--- config.mk ---
export PLATFORM = sky130hd
export DESIGN_NAME = uparc_mem_access
export DESIGN_NICKNAME = d
export VERILOG_FILES = /design/src/rtl/uparc_mem_access_pkg.sv /design/src/rtl/uparc_mem_access_lsu_align.sv /design/src/rtl/uparc_mem_access.sv
export SDC_FILE = /design/constraint.sdc
export NUM_CORES = 1
export LEC_CHECK = 0
export ABC_CLOCK_PERIOD_IN_PS = 7100
export CORE_ASPECT_RATIO = 1.75
export CORE_MARGIN = 1
export CORE_UTILIZATION = 40
export CTS_BUF_LIST = sky130_fd_sc_hd__clkbuf_4 sky130_fd_sc_hd__clkbuf_8
export CTS_CLUSTER_SIZE = 8
export DETAILED_ROUTE_END_ITERATION = 8
export GPL_ROUTABILITY_DRIVEN = 0
export PLACE_DENSITY_LB_ADDON = 0.12
export SETUP_SLACK_MARGIN = 0.3
export SLEW_MARGIN = 20
export SYNTH_ARGS = -nofsm -noshare
export SYNTH_HDL_FRONTEND = slang
export SYNTH_HIERARCHICAL = 1
export SYNTH_SLANG_ARGS = --single-unit
--- constraint.sdc ---
create_clock -name clk -period 7.1 [get_ports clk]
set_input_delay 1.42 -clock clk [delete_from_list [all_inputs] [get_ports clk]]
set_output_delay 1.42 -clock clk [all_outputs]
set_load 0.05 [all_outputs]
--- src/rtl/uparc_mem_access_pkg.sv ---
// Shared definitions for the uparc memory-access stage: LSU op encodings,
// stage FSM states and the alignment rule.
package uparc_mem_access_pkg;

  localparam logic [1:0] UPARC_LSU_IDLE  = 2'd0;
  localparam logic [1:0] UPARC_LSU_BYTE  = 2'd1;
  localparam logic [1:0] UPARC_LSU_HWORD = 2'd2;
  localparam logic [1:0] UPARC_LSU_WORD  = 2'd3;

  typedef enum logic {
    UPARC_MEMST_IDLE = 1'b0,
    UPARC_MEMST_BUSY = 1'b1
  } memst_e;

  function automatic logic is_misaligned(input logic [1:0] op, input logic [1:0] a_lo);
    return ((op == UPARC_LSU_HWORD) && a_lo[0]) ||
           ((op == UPARC_LSU_WORD) && (a_lo != 2'b00));
  endfunction

endpackage

--- src/rtl/uparc_mem_access_lsu_align.sv ---
// Byte-lane helper: store byte enables / lane replication and load byte/half
// extraction with sign or zero extension. Purely combinational.
module uparc_mem_access_lsu_align
  import uparc_mem_access_pkg::*;
(
  input  logic [1:0]  i_st_op,
  input  logic [1:0]  i_st_addr_lo,
  input  logic [31:0] i_st_data,
  output logic [3:0]  o_st_be,
  output logic [31:0] o_st_wdata,
  input  logic [1:0]  i_ld_op,
  input  logic [1:0]  i_ld_addr_lo,
  input  logic        i_ld_ext,
  input  logic [31:0] i_ld_rdata,
  output logic [31:0] o_ld_data
);

  logic [7:0]  ld_byte;
  logic [15:0] ld_half;

  always_comb begin
    o_st_be    = 4'b1111;
    o_st_wdata = i_st_data;
    case (i_st_op)
      UPARC_LSU_BYTE: begin
        o_st_be    = 4'b0001 << i_st_addr_lo;
        o_st_wdata = {4{i_st_data[7:0]}};
      end
      UPARC_LSU_HWORD: begin
        o_st_be    = 4'b0011 << {i_st_addr_lo[1], 1'b0};
        o_st_wdata = {2{i_st_data[15:0]}};
      end
      default: ;
    endcase
  end

  always_comb begin
    ld_byte = i_ld_rdata[7:0];
    case (i_ld_addr_lo)
      2'd1:    ld_byte = i_ld_rdata[15:8];
      2'd2:    ld_byte = i_ld_rdata[23:16];
      2'd3:    ld_byte = i_ld_rdata[31:24];
      default: ld_byte = i_ld_rdata[7:0];
    endcase
    ld_half = i_ld_addr_lo[1] ? i_ld_rdata[31:16] : i_ld_rdata[15:0];

    o_ld_data = i_ld_rdata;
    case (i_ld_op)
      UPARC_LSU_BYTE:  o_ld_data = {{24{i_ld_ext & ld_byte[7]}}, ld_byte};
      UPARC_LSU_HWORD: o_ld_data = {{16{i_ld_ext & ld_half[15]}}, ld_half};
      default: ;
    endcase
  end

endmodule

--- src/rtl/uparc_mem_access.sv ---
// uparc memory-access stage: single-outstanding req/ack bus master between
// execute and writeback, with misalignment detection and load alignment.
module uparc_mem_access
  import uparc_mem_access_pkg::*;
#(
  parameter int ADDR_WIDTH  = 32,
  parameter int DATA_WIDTH  = 32,
  parameter int REGNO_WIDTH = 5
) (
  input  logic                   clk,
  input  logic                   rst,
  input  logic                   i_exec_stall,
  input  logic                   i_fetch_stall,
  output logic                   o_mem_stall,
  input  logic [REGNO_WIDTH-1:0] i_rd_no,
  input  logic [DATA_WIDTH-1:0]  i_alu_result,
  input  logic [1:0]             i_lsu_op,
  input  logic                   i_lsu_lns,
  input  logic                   i_lsu_ext,
  input  logic [DATA_WIDTH-1:0]  i_mem_data,
  output logic                   o_addr_error,
  output logic [ADDR_WIDTH-1:0]  o_bad_addr,
  output logic                   o_bus_req,
  output logic                   o_bus_wr,
  output logic [ADDR_WIDTH-1:0]  o_bus_addr,
  output logic [3:0]             o_bus_be,
  output logic [DATA_WIDTH-1:0]  o_bus_wdata,
  input  logic [DATA_WIDTH-1:0]  i_bus_rdata,
  input  logic                   i_bus_ack,
  output logic [REGNO_WIDTH-1:0] o_rd_no,
  output logic [DATA_WIDTH-1:0]  o_rd_val,
  output memst_e                 o_dbg_state
);

  memst_e                 state_q, state_d;
  logic [REGNO_WIDTH-1:0] cap_rd_q, cap_rd_d;
  logic [1:0]             cap_alo_q, cap_alo_d;
  logic [1:0]             cap_op_q, cap_op_d;
  logic                   cap_ext_q, cap_ext_d;
  logic                   bus_req_q, bus_req_d;
  logic                   bus_wr_q, bus_wr_d;
  logic [ADDR_WIDTH-1:0]  bus_addr_q, bus_addr_d;
  logic [3:0]             bus_be_q, bus_be_d;
  logic [DATA_WIDTH-1:0]  bus_wdata_q, bus_wdata_d;
  logic [REGNO_WIDTH-1:0] rd_no_q, rd_no_d;
  logic [DATA_WIDTH-1:0]  rd_val_q, rd_val_d;
  logic                   addr_err_q, addr_err_d;
  logic [ADDR_WIDTH-1:0]  bad_addr_q, bad_addr_d;

  logic                   ext_stall;
  logic [3:0]             st_be;
  logic [DATA_WIDTH-1:0]  st_wdata;
  logic [DATA_WIDTH-1:0]  ld_data;

  assign ext_stall = i_exec_stall | i_fetch_stall;

  // Store lanes come from the live execute inputs; load extraction uses the
  // attributes captured when the transfer was launched.
  uparc_mem_access_lsu_align u_align (
    .i_st_op      (i_lsu_op),
    .i_st_addr_lo (i_alu_result[1:0]),
    .i_st_data    (i_mem_data),
    .o_st_be      (st_be),
    .o_st_wdata   (st_wdata),
    .i_ld_op      (cap_op_q),
    .i_ld_addr_lo (cap_alo_q),
    .i_ld_ext     (cap_ext_q),
    .i_ld_rdata   (i_bus_rdata),
    .o_ld_data    (ld_data)
  );

  always_comb begin
    state_d     = state_q;
    cap_rd_d    = cap_rd_q;
    cap_alo_d   = cap_alo_q;
    cap_op_d    = cap_op_q;
    cap_ext_d   = cap_ext_q;
    bus_req_d   = bus_req_q;
    bus_wr_d    = bus_wr_q;
    bus_addr_d  = bus_addr_q;
    bus_be_d    = bus_be_q;
    bus_wdata_d = bus_wdata_q;
    rd_no_d     = rd_no_q;
    rd_val_d    = rd_val_q;
    addr_err_d  = 1'b0;
    bad_addr_d  = bad_addr_q;

    case (state_q)
      UPARC_MEMST_IDLE: begin
        if (!ext_stall) begin
          if (i_lsu_op == UPARC_LSU_IDLE) begin
            rd_no_d  = i_rd_no;
            rd_val_d = i_alu_result;
          end else if (is_misaligned(i_lsu_op, i_alu_result[1:0])) begin
            addr_err_d = 1'b1;
            bad_addr_d = i_alu_result[ADDR_WIDTH-1:0];
            rd_no_d    = '0;
          end else begin
            cap_rd_d    = i_rd_no;
            cap_alo_d   = i_alu_result[1:0];
            cap_op_d    = i_lsu_op;
            cap_ext_d   = i_lsu_ext;
            bus_req_d   = 1'b1;
            bus_wr_d    = ~i_lsu_lns;
            bus_addr_d  = {i_alu_result[ADDR_WIDTH-1:2], 2'b00};
            bus_be_d    = st_be;
            bus_wdata_d = st_wdata;
            rd_no_d     = '0;
            state_d     = UPARC_MEMST_BUSY;
          end
        end
      end
      UPARC_MEMST_BUSY: begin
        // Completion retires regardless of ext_stall; upstream is already held.
        if (i_bus_ack) begin
          bus_req_d = 1'b0;
          state_d   = UPARC_MEMST_IDLE;
          if (!bus_wr_q) begin
            rd_no_d  = cap_rd_q;
            rd_val_d = ld_data;
          end else begin
            rd_no_d = '0;
          end
        end
      end
      default: state_d = UPARC_MEMST_IDLE;
    endcase
  end

  always_ff @(posedge clk or posedge rst) begin
    if (rst) begin
      state_q     <= UPARC_MEMST_IDLE;
      cap_rd_q    <= '0;
      cap_alo_q   <= '0;
      cap_op_q    <= UPARC_LSU_IDLE;
      cap_ext_q   <= 1'b0;
      bus_req_q   <= 1'b0;
      bus_wr_q    <= 1'b0;
      bus_addr_q  <= '0;
      bus_be_q    <= '0;
      bus_wdata_q <= '0;
      rd_no_q     <= '0;
      rd_val_q    <= '0;
      addr_err_q  <= 1'b0;
      bad_addr_q  <= '0;
    end else begin
      state_q     <= state_d;
      cap_rd_q    <= cap_rd_d;
      cap_alo_q   <= cap_alo_d;
      cap_op_q    <= cap_op_d;
      cap_ext_q   <= cap_ext_d;
      bus_req_q   <= bus_req_d;
      bus_wr_q    <= bus_wr_d;
      bus_addr_q  <= bus_addr_d;
      bus_be_q    <= bus_be_d;
      bus_wdata_q <= bus_wdata_d;
      rd_no_q     <= rd_no_d;
      rd_val_q    <= rd_val_d;
      addr_err_q  <= addr_err_d;
      bad_addr_q  <= bad_addr_d;
    end
  end

  assign o_mem_stall  = (state_q == UPARC_MEMST_BUSY);
  assign o_addr_error = addr_err_q;
  assign o_bad_addr   = bad_addr_q;
  assign o_bus_req    = bus_req_q;
  assign o_bus_wr     = bus_wr_q;
  assign o_bus_addr   = bus_addr_q;
  assign o_bus_be     = bus_be_q;
  assign o_bus_wdata  = bus_wdata_q;
  assign o_rd_no      = rd_no_q;
  assign o_rd_val     = rd_val_q;
  assign o_dbg_state  = state_q;

endmodule
==> key figures <==
Global routing
  • First-pass GRT wire length: 32,300 um
  • GRT overflow: 0
  • Initial antenna violation count: 0
  • Gr usage total: 0.222
  • Largest net degree at the start of global routing: 84
  • Vias in the first global route: 5,829

Timing
  • Hold Fails Final Rpt: 0
  • Pins over their slew limit: 0
  • Post-route setup slack: 3.33 ns
  • Tcrit/Tclk final: 0.531
  • Max frequency: 265 MHz
  • RSZ-0062 raised after global routing: false
  • Setup tns final: 0 ns
  • Slew Limit Headroom: 0.323
  • Final min period: 3.77 ns
  • Worst slew pin tran: 1.01 ns
  • Final setup viols: 0
  • Clk_skew: 0.0191 ns

Yosys
  • Sequential cell area fraction in the yosys report: 0.513
  • Dominant cells by area after synthesis: dfrtp_1 51%, mux2_2 27%, nand2_1 2.3%
  • Syn Area/Cell: 12.6 um2
  • Synth warnings: 6
  • Dominant synthesized flop cell: dfrtp_1
  • Yosys top cell area share: 0.513
  • Post-synth EDFFs: 0
  • Cells after synthesis: 579
  • #FFs+latches synth: 149
  • Distinct cell type count after synthesis: 40
  • Ys async rst share: 1.00
  • Mapped Area: 7270 um2
  • Largest area contributor in the netlist: dfrtp_1

Clock tree
  • Clock Path Buffers: 2
  • H-tree levels: 4
  • Clk sinks: 149
  • Worst skew pair latency: 0.44 ns
  • CTS tree: yes
  • Post-CTS Setup Bufs: 0
  • CTS Root Cell: clkbuf_8
  • Hold buffer count at CTS: 0
  • Post-CTS Resized: 0
  • Num CTS Buffers: 17
  • Worst-path clk slew: 0.09 ns

Finish
  • Share of cells above drive strength 1: 0.277
  • Final net count: 913
  • Final Cell Area: 10,200 um2
  • P&R area growth vs syn: 40.4%
  • Ant diodes: 0
  • Final Non-Filler Cells: 1,042

Critical path
  • Crit path max-delay family: buffers and inverters
  • Slowest CP cell: clkdlybuf4s50_1
  • WP buf/inv: 1
  • Startpoint class of the critical path: flip-flop
  • Cells along the critical path: clkdlybuf4s50_1
  • Crit path DAT: 2.35 ns
  • CP endpoint kind: output pin
  • Setup CP Type: reg -> out
  • Worst-path fanout max: 40
  • Critical path's largest stage delay: 0.96 ns
  • Data required, critical path: 5.68 ns

Die
  • Die X: 104 um
  • Starting Density: 0.413
  • # rows: 64
  • Die area: 18,700 um2
  • Die Y: 180 um
  • CORE AREA: 17,600 um2
  • IO Pins: 252

Drt
  • Via/cell ratio: 5.25
  • Total Wirelength: 20,700 um
  • Vias after detailed routing: 5,471
  • Initial DRC count: 209
  • Avg WL per Cell: 19.9 um
  • # DRC: 0
  • DRT antenna net count: 0
  • Pre-antenna DRT Iters: 4

Pwr
  • Pwr per Cell Area: 407 nW/um2
  • Combinational fraction of design power: 0.524
  • Switch Pwr: 1.88 mW
  • Peak VDD IR: 0.000247 V
  • Tot Pwr: 4.16 mW
  • Clock share of power: 0.167
  • Cell leakage power: 4.22 nW
  • Net Sw Frac: 0.452
  • Flop pwr share: 0.309
  • Cell-internal power: 2.28 mW

Place
  • Dpl cell area: 9790 um2
  • Pre-CTS setup slack: 3.07 ns
  • Cell count after placement: 1,011
  • Buffers on Ports: 249
  • DP Wirelength: 15,300 um

Min path
  • Class of the worst hold path: reg -> reg

Outcome
  • Status: finished clean

Flow run
  • Max-cap violations: 0
[layout make-up]
type	count	area (um2)
Clock inverter	13	170
Multi-Input combinational cell	368	3210
Sequential cell	149	3730
Clock buffer	18	241
Fill cell	1510	7410
Inverter	10	42.5
Timing Repair Buffer	253	2530
Tap cell	231	289
[power by group through the flow]
| stage | combinational (mW) | clock (mW) | sequential (mW) |
|---|---|---|---|
| 6_report | 2.18 | 0.696 | 1.28 |
| 5_1_grt | 2.26 | 0.755 | 1.32 |
| 4_1_cts | 2.19 | 0.722 | 1.29 |
| 3_5_place_dp | 2.19 | 0 | 1.30 |
| 3_3_place_gp | 2.16 | 0 | 1.29 |
| 2_1_floorplan | 0.569 | 0 | 2.17 |
[layer usage]
metal  track usage  part of all wire  up-vias
met5             0                 0        -
met4        0.0743             0.023        0
met3        0.0582             0.060       27
met2         0.426              0.56      201
met1         0.230              0.36     2752
li1              -                 -     2491
[cell families after synthesis]
family	count (synthesis)	synth area share
AOI/OAI and AO/OA	99	0.0924
adders and majority gates	4	0.00688
buffers and inverters	63	0.0482
DFF	149	0.513
muxes	188	0.291
other	1	0.000516
and+or+nand+nor	75	0.0480
[cells in the final DEF, fill, tap and decap left out, types with 2 or more instances in the layout]
cell	Yosys	final
a21o_1	5	5
a21oi_1	29	29
a21oi_2	3	3
a22o_1	13	13
a22oi_1	14	14
buf_4	16	3
bufinv_16	0	3
clkbuf_8	0	17
clkdlybuf4s50_1	0	249
clkinvlp_4	0	3
conb_1	1	2
dfrtp_1	149	148
ha_1	4	3
inv_1	10	9
inv_6	0	6
mux2_1	8	8
mux2_2	175	175
mux2i_1	4	4
nand2_1	45	45
nand2b_1	4	4
nor2_1	4	4
nor2b_1	13	13
nor3_1	2	2
o21a_1	2	2
o21ai_0	18	18
o2bb2ai_1	7	7
or2_2	2	2
[synth_stat cells, types with 2 or more instances]
master / count
a22oi_1: 14
dfrtp_1: 149
nor3_1: 2
nor2b_1: 13
o21a_1: 2
nand2b_1: 4
or2_2: 2
a21o_1: 5
o21ai_0: 18
a22o_1: 13
buf_2: 12
mux2i_1: 4
ha_1: 4
a21oi_2: 3
mux2_2: 175
nand2_1: 45
a21oi_1: 29
o2bb2ai_1: 7
clkbuf_1: 17
buf_1: 4
nor2_1: 4
buf_4: 16
nand3_1: 2
buf_6: 3
mux2_1: 8
inv_1: 10
[per-stage QoR]
stage | utilization | hold WS [ns]
floorplan | - | 0.481
global placement | 0.556 | 0.471
detailed placement | 0.556 | 0.479
CTS | 0.579 | 0.501
global route | 0.580 | 0.510
finish | 0.580 | 0.493
[path summary, 6_finish.rpt]
check                                 from               to  slack, ns  cells past startpoint
setup / recovery               o_dbg_state      o_dbg_state       3.33                      1
hold / removal             o_bus_wdata[30]  o_bus_wdata[30]       0.49                      1
setup reg to reg               o_dbg_state      o_rd_val[2]       4.30                      3
hold reg to reg            o_bus_wdata[30]  o_bus_wdata[30]       0.49                      1
max in group asynchronous              rst      o_dbg_state       4.40                      3
min in group asynchronous              rst   o_bad_addr[23]       1.44                      2
[registers in the layout, indices dropped and copies added (netlist names)]
| signal | cells |
|---|---|
| cap_rd_q | 5 |
| o_bus_wr | 1 |
| cap_ext_q | 1 |
| o_dbg_state | 1 |
| cap_op_q | 2 |
| o_bus_wdata | 32 |
| cap_alo_q | 2 |
| o_rd_no | 5 |
| o_bad_addr | 32 |
| o_bus_req | 1 |
| o_bus_be | 4 |
| o_bus_addr | 30 |
| o_rd_val | 32 |
| o_addr_error | 1 |
No activity file was read; power rests on OpenSTA's default activity.
